**src/rtl/fetch_unit.sv**
```systemverilog
// Instruction fetch front end: generates the fetch PC, requests words from instruction
// memory, buffers them in a prefetch queue, and flushes on branch/jump redirects.
`timescale 1ns/1ps
module fetch_unit #(
  parameter int unsigned        ADDR_W   = 8,
  parameter int unsigned        IW       = 16,
  parameter int unsigned        DEPTH    = 4,
  parameter logic [ADDR_W-1:0]  RESET_PC = '0
) (
  input  logic              CLK,
  input  logic              RST,
  output logic              IMEM_REQ,
  output logic [ADDR_W-1:0] IMEM_ADDR,
  input  logic              IMEM_ACK,
  input  logic [IW-1:0]     IMEM_DATA,
  input  logic              REDIRECT,
  input  logic [ADDR_W-1:0] REDIRECT_PC,
  output logic [IW-1:0]     INSTR,
  output logic [ADDR_W-1:0] INSTR_PC,
  output logic              INSTR_VALID,
  input  logic              INSTR_READY
);

  localparam int unsigned PW = $clog2(DEPTH);
  localparam int unsigned CW = PW + 1;
  localparam logic [CW-1:0] FULL = CW'(DEPTH);

  typedef enum logic [1:0] {S_IDLE, S_WAIT, S_DRAIN} state_t;

  state_t            state;
  logic [ADDR_W-1:0] fpc;
  logic [IW-1:0]     q_instr [DEPTH];
  logic [ADDR_W-1:0] q_pc    [DEPTH];
  logic [PW-1:0]     rd_ptr, wr_ptr;
  logic [CW-1:0]     count, next_count;
  logic              push, pop;

  // A redirect kills both the returning word and any same-cycle pop.
  always_comb begin
    push       = (state == S_WAIT) && IMEM_ACK && !REDIRECT;
    pop        = (count != '0) && INSTR_READY && !REDIRECT;
    next_count = count + CW'(push) - CW'(pop);
  end

  assign INSTR_VALID = (count != '0);
  assign INSTR       = INSTR_VALID ? q_instr[rd_ptr] : '0;
  assign INSTR_PC    = INSTR_VALID ? q_pc[rd_ptr]    : '0;

  always_ff @(posedge CLK) begin
    if (push) begin
      q_instr[wr_ptr] <= IMEM_DATA;
      q_pc[wr_ptr]    <= IMEM_ADDR;
    end
  end

  always_ff @(posedge CLK or posedge RST) begin
    if (RST) begin
      state     <= S_IDLE;
      IMEM_REQ  <= 1'b0;
      IMEM_ADDR <= '0;
      fpc       <= RESET_PC;
      rd_ptr    <= '0;
      wr_ptr    <= '0;
      count     <= '0;
    end else begin
      if (REDIRECT) begin
        rd_ptr <= '0;
        wr_ptr <= '0;
        count  <= '0;
      end else begin
        if (push) wr_ptr <= wr_ptr + 1'b1;
        if (pop)  rd_ptr <= rd_ptr + 1'b1;
        count <= next_count;
      end

      case (state)
        S_IDLE: begin
          if (REDIRECT) begin
            fpc       <= REDIRECT_PC;
            IMEM_REQ  <= 1'b1;
            IMEM_ADDR <= REDIRECT_PC;
            state     <= S_WAIT;
          end else if (count < FULL) begin
            IMEM_REQ  <= 1'b1;
            IMEM_ADDR <= fpc;
            state     <= S_WAIT;
          end
        end
        S_WAIT: begin
          if (IMEM_ACK) begin
            if (REDIRECT) begin
              fpc       <= REDIRECT_PC;
              IMEM_ADDR <= REDIRECT_PC;
            end else begin
              fpc <= IMEM_ADDR + 1'b1;
              // Keep streaming only while the slot for the next word is guaranteed.
              if (next_count < FULL) begin
                IMEM_ADDR <= IMEM_ADDR + 1'b1;
              end else begin
                IMEM_REQ <= 1'b0;
                state    <= S_IDLE;
              end
            end
          end else if (REDIRECT) begin
            fpc   <= REDIRECT_PC;
            state <= S_DRAIN;
          end
        end
        S_DRAIN: begin
          if (REDIRECT) fpc <= REDIRECT_PC;
          if (IMEM_ACK) begin
            IMEM_ADDR <= REDIRECT ? REDIRECT_PC : fpc;
            state     <= S_WAIT;
          end
        end
        default: state <= S_IDLE;
      endcase
    end
  end

endmodule

```
**config.mk**
```make
export PLATFORM = sky130hd
export DESIGN_NAME = fetch_unit
export DESIGN_NICKNAME = d
export VERILOG_FILES = /design/src/rtl/fetch_unit.sv
export SDC_FILE = /design/constraint.sdc
export NUM_CORES = 1
export LEC_CHECK = 0
export CAP_MARGIN = 5
export CORE_UTILIZATION = 30
export CTS_CLUSTER_SIZE = 10
export DETAILED_ROUTE_END_ITERATION = 7
export PLACE_DENSITY_LB_ADDON = 0.05
export SLEW_MARGIN = 25
export SYNTH_ARGS = -nofsm -noshare
export SYNTH_HDL_FRONTEND = slang
export SYNTH_SLANG_ARGS = --single-unit
```
**constraint.sdc**
```tcl
create_clock -name CLK -period 3.38 [get_ports CLK]
set_input_delay 0.676 -clock CLK [delete_from_list [all_inputs] [get_ports CLK]]
set_output_delay 0.676 -clock CLK [all_outputs]
set_load 0.03 [all_outputs]
```
## Word-level counts from Yosys, hierarchy flattened

Memories as Yosys holds them, arrays and structs flattened.
Cells that the tools add are included.

- $add $sub $neg: 5
- $lt $le $gt $ge: 2
- Equality and inequality tests: 11
- Multiplexer cells: 34
- Reductions and logical operators: 16

Operator list:

| operator | count |
|---|---|
| $mux 8 | 10 |
| $pmux 8 s3 | 1 |
| $mux 2 | 11 |
| $mux 16 | 1 |
| $pmux 8 s2 | 1 |
| $reduce_and 5->1 | 3 |
| $ne 3x3->1 const B | 4 |
| $add 8x1->8 const B | 1 |
| $ne 2x2->1 const B | 4 |
| $reduce_bool 2->1 | 4 |
| $mux 1 | 7 |
| $lt 3x3->1 const B | 2 |
| $pmux 2 s3 | 1 |
| $reduce_bool 3->1 | 2 |
| $add 2x1->2 const B | 2 |
| $logic_and 1x1->1 | 4 |
| $add 3x1->3 | 1 |
| $mux 3 | 1 |
| $ne 3x2->1 const B | 1 |
| $sub 3x1->3 | 1 |
| $eq 2x1->1 const B | 1 |
| $eq 2x2->1 const B | 1 |
| $logic_not 2->1 | 1 |
| $pmux 1 s2 | 1 |
| other kinds (2) | 2 |

- Register bits: 26
- Bits in writable memories: 96
- Logic and storage cells: 77
- Memories: 2

Memories:

| name | words | width | rd ports | clocked after memory_dff | write ports | RTL line | source |
|---|---|---|---|---|---|---|---|
| q_instr | 4 | 16 | 1 | 0 | 1 | 32 | `logic [IW-1:0] q_instr [DEPTH];` |
| q_pc | 4 | 8 | 1 | 0 | 1 | 33 | `logic [ADDR_W-1:0] q_pc [DEPTH];` |

## Depth between registers and ports, before layout

Gate-level depths: netlist (run 1).

- Word-level depth: 10
- Depth in mapped cells: 15
- Depth with buffers taken out: 13

## Worst setup path after synthesis (run 1)

No wires, ideal clock.

- Path kind: input to register
- From: in REDIRECT
- To: reg IMEM_ADDR[7]
- Library setup time: 0.129 ns
- Arrival time: 3.555 ns
- Required time: 3.251 ns
- Setup slack: -0.303 ns
- Stages: 15
- Path buffers: 2
- Path through: buf_6 > inv_1 > clkbuf_1 > nand2_1 > nor2_1 > inv_1 > ha_1 > inv_1 > ha_1 > inv_1 > fa_1 > xnor2_1 > nor4_4 > or3_1 > a2111o_1

- Word-level cells in the longest chain between the ends: 7

Ends and longest elaborated chain:

| element | RTL line | source |
|---|---|---|
| start: declaration | 16 | `input logic REDIRECT,` |
| $logic_not 1->1 | 40, 41 |  |
| $logic_and 1x1->1 | 40 | `push = (state == S_WAIT) && IMEM_ACK && !REDIRECT;` |
| $add 3x1->3 | 42 | `next_count = count + CW'(push) - CW'(pop);` |
| $sub 3x1->3 | 42 |  |
| $lt 3x3->1 | 97 | `if (next_count < FULL) begin` |
| $ne 3x2->1 (no source line) | -- |  |
| $reduce_and 5->1 (no source line) | -- |  |
| end signal: assignment | 85 | `IMEM_ADDR <= fpc;` |
| end signal: assignment | 98 | `IMEM_ADDR <= IMEM_ADDR + 1'b1;` |
| end signal: assignment | 112 | `IMEM_ADDR <= REDIRECT ? REDIRECT_PC : fpc;` |
| end: declaration | 13 | `output logic [ADDR_W-1:0] IMEM_ADDR,` |

Several ways; a longest one is shown, not always the timed one. The select of a mux whose other input is x is not followed.
A chain may end at the register's enable or synchronous reset.

## Worst setup path in the final report (run 1)

- From: in IMEM_ACK
- To: reg IMEM_ADDR[1]

- Word-level cells in the longest chain between the ends: 7

Ends and longest elaborated chain:

| element | RTL line | source |
|---|---|---|
| start: declaration | 14 | `input logic IMEM_ACK,` |
| $logic_and 1x1->1 (2 in series) | 40 |  |
| $add 3x1->3 | 42 |  |
| $sub 3x1->3 | 42 |  |
| $lt 3x3->1 | 97 |  |
| $ne 3x2->1 (no source line) | -- |  |
| $reduce_and 5->1 (no source line) * | -- |  |

Every way passes the cells marked *; elsewhere a longest branch is shown, timed or not.

==> out/results.tsv, run 1 <==
metric	value	unit
status	finished, final reports clean	
RePlAce Congestion	0.7579	
Reg2Reg Depth	13	
Synth Cell Area	5266	um^2
num ports	63	
GR Overflow Total	0	
Die Wd	134.5	um
Reg-to-Reg Start	count[2]$_DFF_PP0_	
Total Power	6.155	mW
flops & latches, synth	122	
WP data arrival	3.44	ns
first-pass GRT wire length	18900	um
FP Rows	48	
Detailed Routing Iterations Pass 1	4	
Num CTS Buffers	17	
largest area contributor in the netlist	edfxtp_1	
Clock transition at path regs	0.05	ns
FF/Latch Area	3535	um^2
Power Density	886.9	nW/um^2
Vias	3144	
Syn Area/Cell	15.96	um^2
ANT cells	0	
Starting DRT DRC Count	148	
syn_nets	367	
fin. max-slew vios	0	
Post-synth EDFFs	96	
Final nets	461	
Area Overhead vs Synth	31.79	%
Hold Fails Final Rpt	0	
r2r endpoint	IMEM_ADDR[1]$_DFFE_PP0P_	
PortBufs	62	
most common cell after layout, fill and taps aside	edfxtp_1	
final core utilization	40.27	%
Post-Layout Cell Count	660	
RSZ-0062 raised after global routing	no	
Wirelength per Cell	17.99	um
via/cell ratio	4.764	
Synth top area share	54.74	%
footprint of the multi-input gates	1639	um^2
main area contributors after synthesis	edfxtp_1 (55%), dfrtp_1 (12%), mux4_2 (10%)	
Clock Tree Buf Depth	2	
Required @ worst endpoint	3.66	ns
Hold Path End	fpc[1]$_DFFE_PP0P_	
antenna viol nets, final	0	
H-tree levels	4	
CTS Hold Bufs	0	
final period utilization	93.47	%
die area	18090	um^2
Period minus WS final	3.159	ns
Seq/Total Area, Yosys	67.09	%
largest net degree at the start of global routing	27	
Placed Cells	630	
relative slew slack	61.07	%
Leak Pwr	2.441	nW
Tot GR Track Use	14.31	%
initial antenna violation count	0	
Hold Crit Class	reg -> reg	
flop-to-flop setup slack	0.27	ns
WL final	11870	um
Clock Latency Late Sink	0.41	ns
crit path kind	in -> reg	
crit path max fanout	7	
fmax	316.5	MHz
worst vdd ir	0.3365	mV
post-DP HPWL	7714	um
DRC Markers	0	
share of layout cells above drive strength 1	22.07	%
Yosys cell types	51	
Main synth FF type	edfxtp_1	
Hold Path Stages	1	
die height	134.5	um
commonest non-fill, non-tap cells in the layout	edfxtp_1 (96), clkdlybuf4s50_1 (61), buf_4 (27)	
CTS tree	done	
pin slew with the least headroom to its limit	0.5779	ns
startpoint type of the worst setup path	input port	
Mapped Cells	330	
Worst Skew	0.008568	ns
Worst Setup End Kind	flip-flop	
CTS Sinks	122	
Yosys warning total	0	
root buffer cell	clkbuf_16	
Max Cap Violations	0	
Filler cells	1590	
Setup Viol. Count Final	0	
ys async rst share	21.31	%
vias in the first global route	3331	
Initial Utilization	30.55	%
Hold Startpoint	fpc[1]$_DFFE_PP0P_	
Core Area	17240	um^2
==> metal layers <==
layer / part of all wire (%) / vias up / global-route usage [%]
li1: - / 1469 / -
met1: 46 / 1595 / 18.36
met2: 49 / 72 / 23.32
met3: 4.1 / 8 / 4.242
met4: 1.1 / 0 / 4.494
met5: 0 / - / 0
==> flip-flops by register name, summed over array words and instances (netlist names) <==
| signal | cells |
|---|---|
| IMEM_REQ | 1 |
| fpc | 8 |
| rd_ptr | 2 |
| state | 2 |
| wr_ptr | 2 |
| IMEM_ADDR | 8 |
| q_instr | 64 |
| count | 3 |
| q_pc | 32 |
==> critical path, stage by stage <==
cell and delay (ns):
clkdlybuf4s50_1 0.49, inv_2 0.05, nor2_2 0.09, inv_1 0.07
ha_1 0.29, inv_1 0.05, ha_1 0.13, inv_1 0.05
fa_2 0.38, xor2_2 0.18, a211oi_4 0.39, nor3_2 0.09
buf_4 0.17, mux2_1 0.32
==> synthesized netlist by cell type, types with 4 or more instances <==
cell      count
a21oi_1       7
a31oi_1       5
and2_1       26
and3_1        5
clkbuf_1     10
dfrtp_1      26
edfxtp_1     96
ha_1          7
inv_1         9
mux2_1        4
mux4_2       24
nand2_1      20
nand3_1       7
nor2_1       10
o211ai_1      4
o21ai_0      12
or3_1         5
xor2_1        6
==> cell families after synthesis <==
kind of cell | count (synthesis) | synth area share, %
multiplexers | 29 | 11.33
buffers and inverters | 27 | 2.352
AO/OA/AOI/OAI | 48 | 6.273
adder cells (fa/ha/maj) | 9 | 2.257
AND/OR/NAND/NOR | 86 | 9.195
flip-flops | 122 | 67.09
XOR/XNOR | 9 | 1.497
==> worst max-delay path by stage <==
| stage | cells past startpoint | startpoint | endpoint |
|---|---|---|---|
| after floorplan | 15 | REDIRECT | IMEM_ADDR[7]$_DFFE_PP0P_ |
| after global placement | 14 | REDIRECT | IMEM_ADDR[7]$_DFFE_PP0P_ |
| after detailed placement | 14 | REDIRECT | IMEM_ADDR[7]$_DFFE_PP0P_ |
| after CTS | 14 | REDIRECT | IMEM_ADDR[7]$_DFFE_PP0P_ |
| after global routing | 14 | IMEM_ACK | IMEM_ADDR[1]$_DFFE_PP0P_ |
| final | 14 | IMEM_ACK | IMEM_ADDR[1]$_DFFE_PP0P_ |
==> area by class of cell <==
class | count | area share (%)
multi-input combinational | 181 | 23.62
inverter | 10 | 0.5408
tap | 225 | 4.056
clock inverter | 12 | 1.911
timing repair buffer | 92 | 12.76
clock buffer | 18 | 6.184
sequential | 122 | 50.93
==> where the power goes <==
group          internal (mW)  switching [mW]  total, mW
logic                   1.08            1.26       2.34
clock network           1.13           0.604       1.74
registers               1.88           0.201       2.08
total                   4.09            2.07       6.16
==> metrics by stage <==
step | area [um^2] | setup TNS [ns] | worst slack, ns | hold WS [ns]
floorplan | 5306 | 0 | 0.02353 | 0.4618
global placement | 6376 | -1.122 | -0.1995 | 0.4778
detailed placement | 6376 | -1.738 | -0.2908 | 0.4809
CTS | 6938 | 0 | 0.1437 | 0.4952
global route | 6940 | 0 | 0.05893 | 0.5230
finish | 6940 | 0 | 0.2208 | 0.4905
==> timing repair <==
action                     4_1_cts  5_1_grt
gates resized for setup          0        1
setup endpoints to repair        0        1
buffers inserted                 0        0
hold endpoints to repair         0        0
Power figures use the tool's default switching activity.
==> inputs of run 2 (changes only) <==
==> constraint.sdc (replaced) <==
create_clock -name CLK -period 3.38 [get_ports CLK]
set_input_delay 0.507 -clock CLK [delete_from_list [all_inputs] [get_ports CLK]]
set_output_delay 0.507 -clock CLK [all_outputs]
set_load 0.03 [all_outputs]
==> out/results.tsv, run 2 (synthesis gave the netlist of run 1 again) <==
metric	value	unit	change
Int Power	4.192	mW	+2.6%
WL final	11790	um	-0.68%
post-CTS sizing	0		unchanged
Period minus WS final	3.177	ns	+0.01805 ns
DRC Markers	0		unchanged
Filler cells	1609		+1.2%
Starting DRT DRC Count	156		+5.4%
setup TNS	0	ns	unchanged
Clock Tree Buf Depth	2		unchanged
Psw	2.065	mW	-0.25%
share of layout cells above drive strength 1	22.43	%	+0.36 points
CTS Sinks	122		unchanged
max incr delay on CP	0.40	ns	-0.09 ns
Num CTS Buffers	17		unchanged
antenna viol nets, final	0		unchanged
Clock Latency Late Sink	0.41	ns	about the same
status	finished, final reports clean		
Wirelength per Cell	17.81	um	-0.98%
worst vdd ir	0.3717	mV	+10%
CP Cell Sequence	or3_4, nand2_2, nor2_1, ha_1, inv_1, ha_1, inv_1, fa_2, buf_4, xnor2_2, nor4_4, buf_4, nor4_2, a2111o_1		
Area Overhead vs Synth	31.84	%	about the same
CTS Hold Bufs	0		unchanged
Detailed Routing Iterations Pass 1	4		unchanged
post-DP HPWL	7629	um	-1.1%
Hold Fails Final Rpt	0		unchanged
first-pass GRT wire length	18710	um	-0.99%
ANT cells	0		unchanged
fmax	314.7	MHz	-0.57%
WP data arrival	3.47	ns	+0.03 ns
Max Cap Violations	0		unchanged
final period utilization	94.00	%	+0.53 points
switching share of power	33.00	%	-0.63 points
RePlAce Congestion	0.7457		-1.6%
Clock transition at path regs	0.06	ns	about the same
Worst Skew	0.01166	ns	+0.003088 ns
GR Layer Usage met3	4.392	%	+0.15 points
startpoint type of the worst setup path	flip-flop		
pin slew with the least headroom to its limit	0.7932	ns	+0.2154 ns
Leak Pwr	2.443	nW	+0.11%
Post-Layout Cell Count	662		+0.30%
largest net degree at the start of global routing	27		unchanged
clock power share	29.2	%	+1.0 points
GR Overflow Total	0		unchanged
Hold Path Stages	1		unchanged
Worst Setup End Kind	flip-flop		
vias in the first global route	3386		+1.7%
Worst Path Buf+Inv	4		-2
Tot GR Track Use	14.30	%	about the same
Power Density	901.2	nW/um^2	+1.6%
relative slew slack	47.06	%	-14 points
Stages on worst setup path	14		unchanged
Die Wd	134.5	um	unchanged
top flop regs	q_instr: 64 flops, q_pc: 32 flops		
die height	134.5	um	unchanged
M1 GR Usage	18.09	%	-0.27 points
crit path max fanout	5		-2
H-tree levels	4		unchanged
sequential share of power	33.7	%	about the same
Crit path max-delay family	simple AND/OR/NAND/NOR gates		
die area	18090	um^2	unchanged
crit path kind	reg -> reg		
Required @ worst endpoint	3.67	ns	about the same
Placed Cells	630		unchanged
Placed Area	6331	um^2	-0.71%
Top reg by flops	q_instr		
most crowded layer after global routing	met2		
Core Area	17240	um^2	unchanged
Initial Utilization	30.55	%	unchanged
Crit-path slowest cell	a2111o_1		
initial antenna violation count	0		unchanged
FP Rows	48		unchanged
commonest non-fill, non-tap cells in the layout	edfxtp_1 (96), clkdlybuf4s50_1 (62), buf_4 (29)		
via/cell ratio	4.719		-0.94%
Comb power frac	37.0	%	-1.0 points
max reg flops	64		unchanged
fin. max-slew vios	0		unchanged
Setup Viol. Count Final	0		unchanged
num ports	63		unchanged
PortBufs	62		unchanged
root buffer cell	clkbuf_16		
most common cell after layout, fill and taps aside	edfxtp_1		
Post-CTS Repair Setup Buffers	0		unchanged
CTS tree	done		
Design Area, Final	6943	um^2	about the same
Reg2Reg Depth	14		+1
Hold Crit Class	reg -> reg		
met2 usage	23.09	%	-0.23 points
Final nets	461		unchanged
RSZ-0062 raised after global routing	no		
Total Power	6.257	mW	+1.7%
Vias	3124		-0.64%
-- run 2: cell type report --
cell class              instances  area [um^2]  area share [%]
clock inverters                10        148.9           2.145
clock buffers                  22        444.2           6.398
multi-input cells             181         1638           23.59
repair buffers                 92        858.3           12.36
flip-flops and latches        122         3535           50.91
well taps                     225        281.5           4.055
inverters                      10        37.54          0.5406
-- run 2: routing by layer --
| metal | up-vias | wire length [um] |
|---|---|---|
| met5 | - | 0 |
| met4 | 0 | 161 |
| met3 | 11 | 489 |
| met2 | 67 | 5661 |
| met1 | 1584 | 5479 |
| li1 | 1462 | - |
-- run 2: through the flow --
stage	worst slack, ns	hold WS [ns]	util, %
2_1_floorplan	0.02874	0.4618	-
3_3_place_gp	-0.09225	0.4861	36.73
3_5_place_dp	-0.1648	0.4868	36.73
4_1_cts	0.1396	0.4999	40.17
5_1_grt	0.03155	0.5173	40.28
6_report	0.2027	0.4975	40.28
-- run 2: final timing paths --
| check | slack, ns | end | from |
|---|---|---|---|
| setup / recovery | 0.20 | IMEM_ADDR[7]$_DFFE_PP0P_ | count[2]$_DFF_PP0_ |
| min in group asynchronous | 0.56 | wr_ptr[1]$_DFFE_PP0P_ | RST |
| max in group asynchronous | 2.18 | IMEM_ADDR[4]$_DFFE_PP0P_ | RST |
| hold reg to reg | 0.50 | fpc[1]$_DFFE_PP0P_ | fpc[1]$_DFFE_PP0P_ |
| hold / removal | 0.50 | fpc[1]$_DFFE_PP0P_ | fpc[1]$_DFFE_PP0P_ |
| setup reg to reg | 0.20 | IMEM_ADDR[7]$_DFFE_PP0P_ | count[2]$_DFF_PP0_ |
-- run 2: power groups by stage --
stage          registers (mW)  clock network, mW  logic [mW]
2_1_floorplan            2.14                  0        1.38
3_3_place_gp             2.14                  0        2.34
3_5_place_dp             2.15                  0        2.33
4_1_cts                  2.12               1.87        2.34
5_1_grt                  2.15               1.94        2.51
6_report                 2.11               1.83        2.32
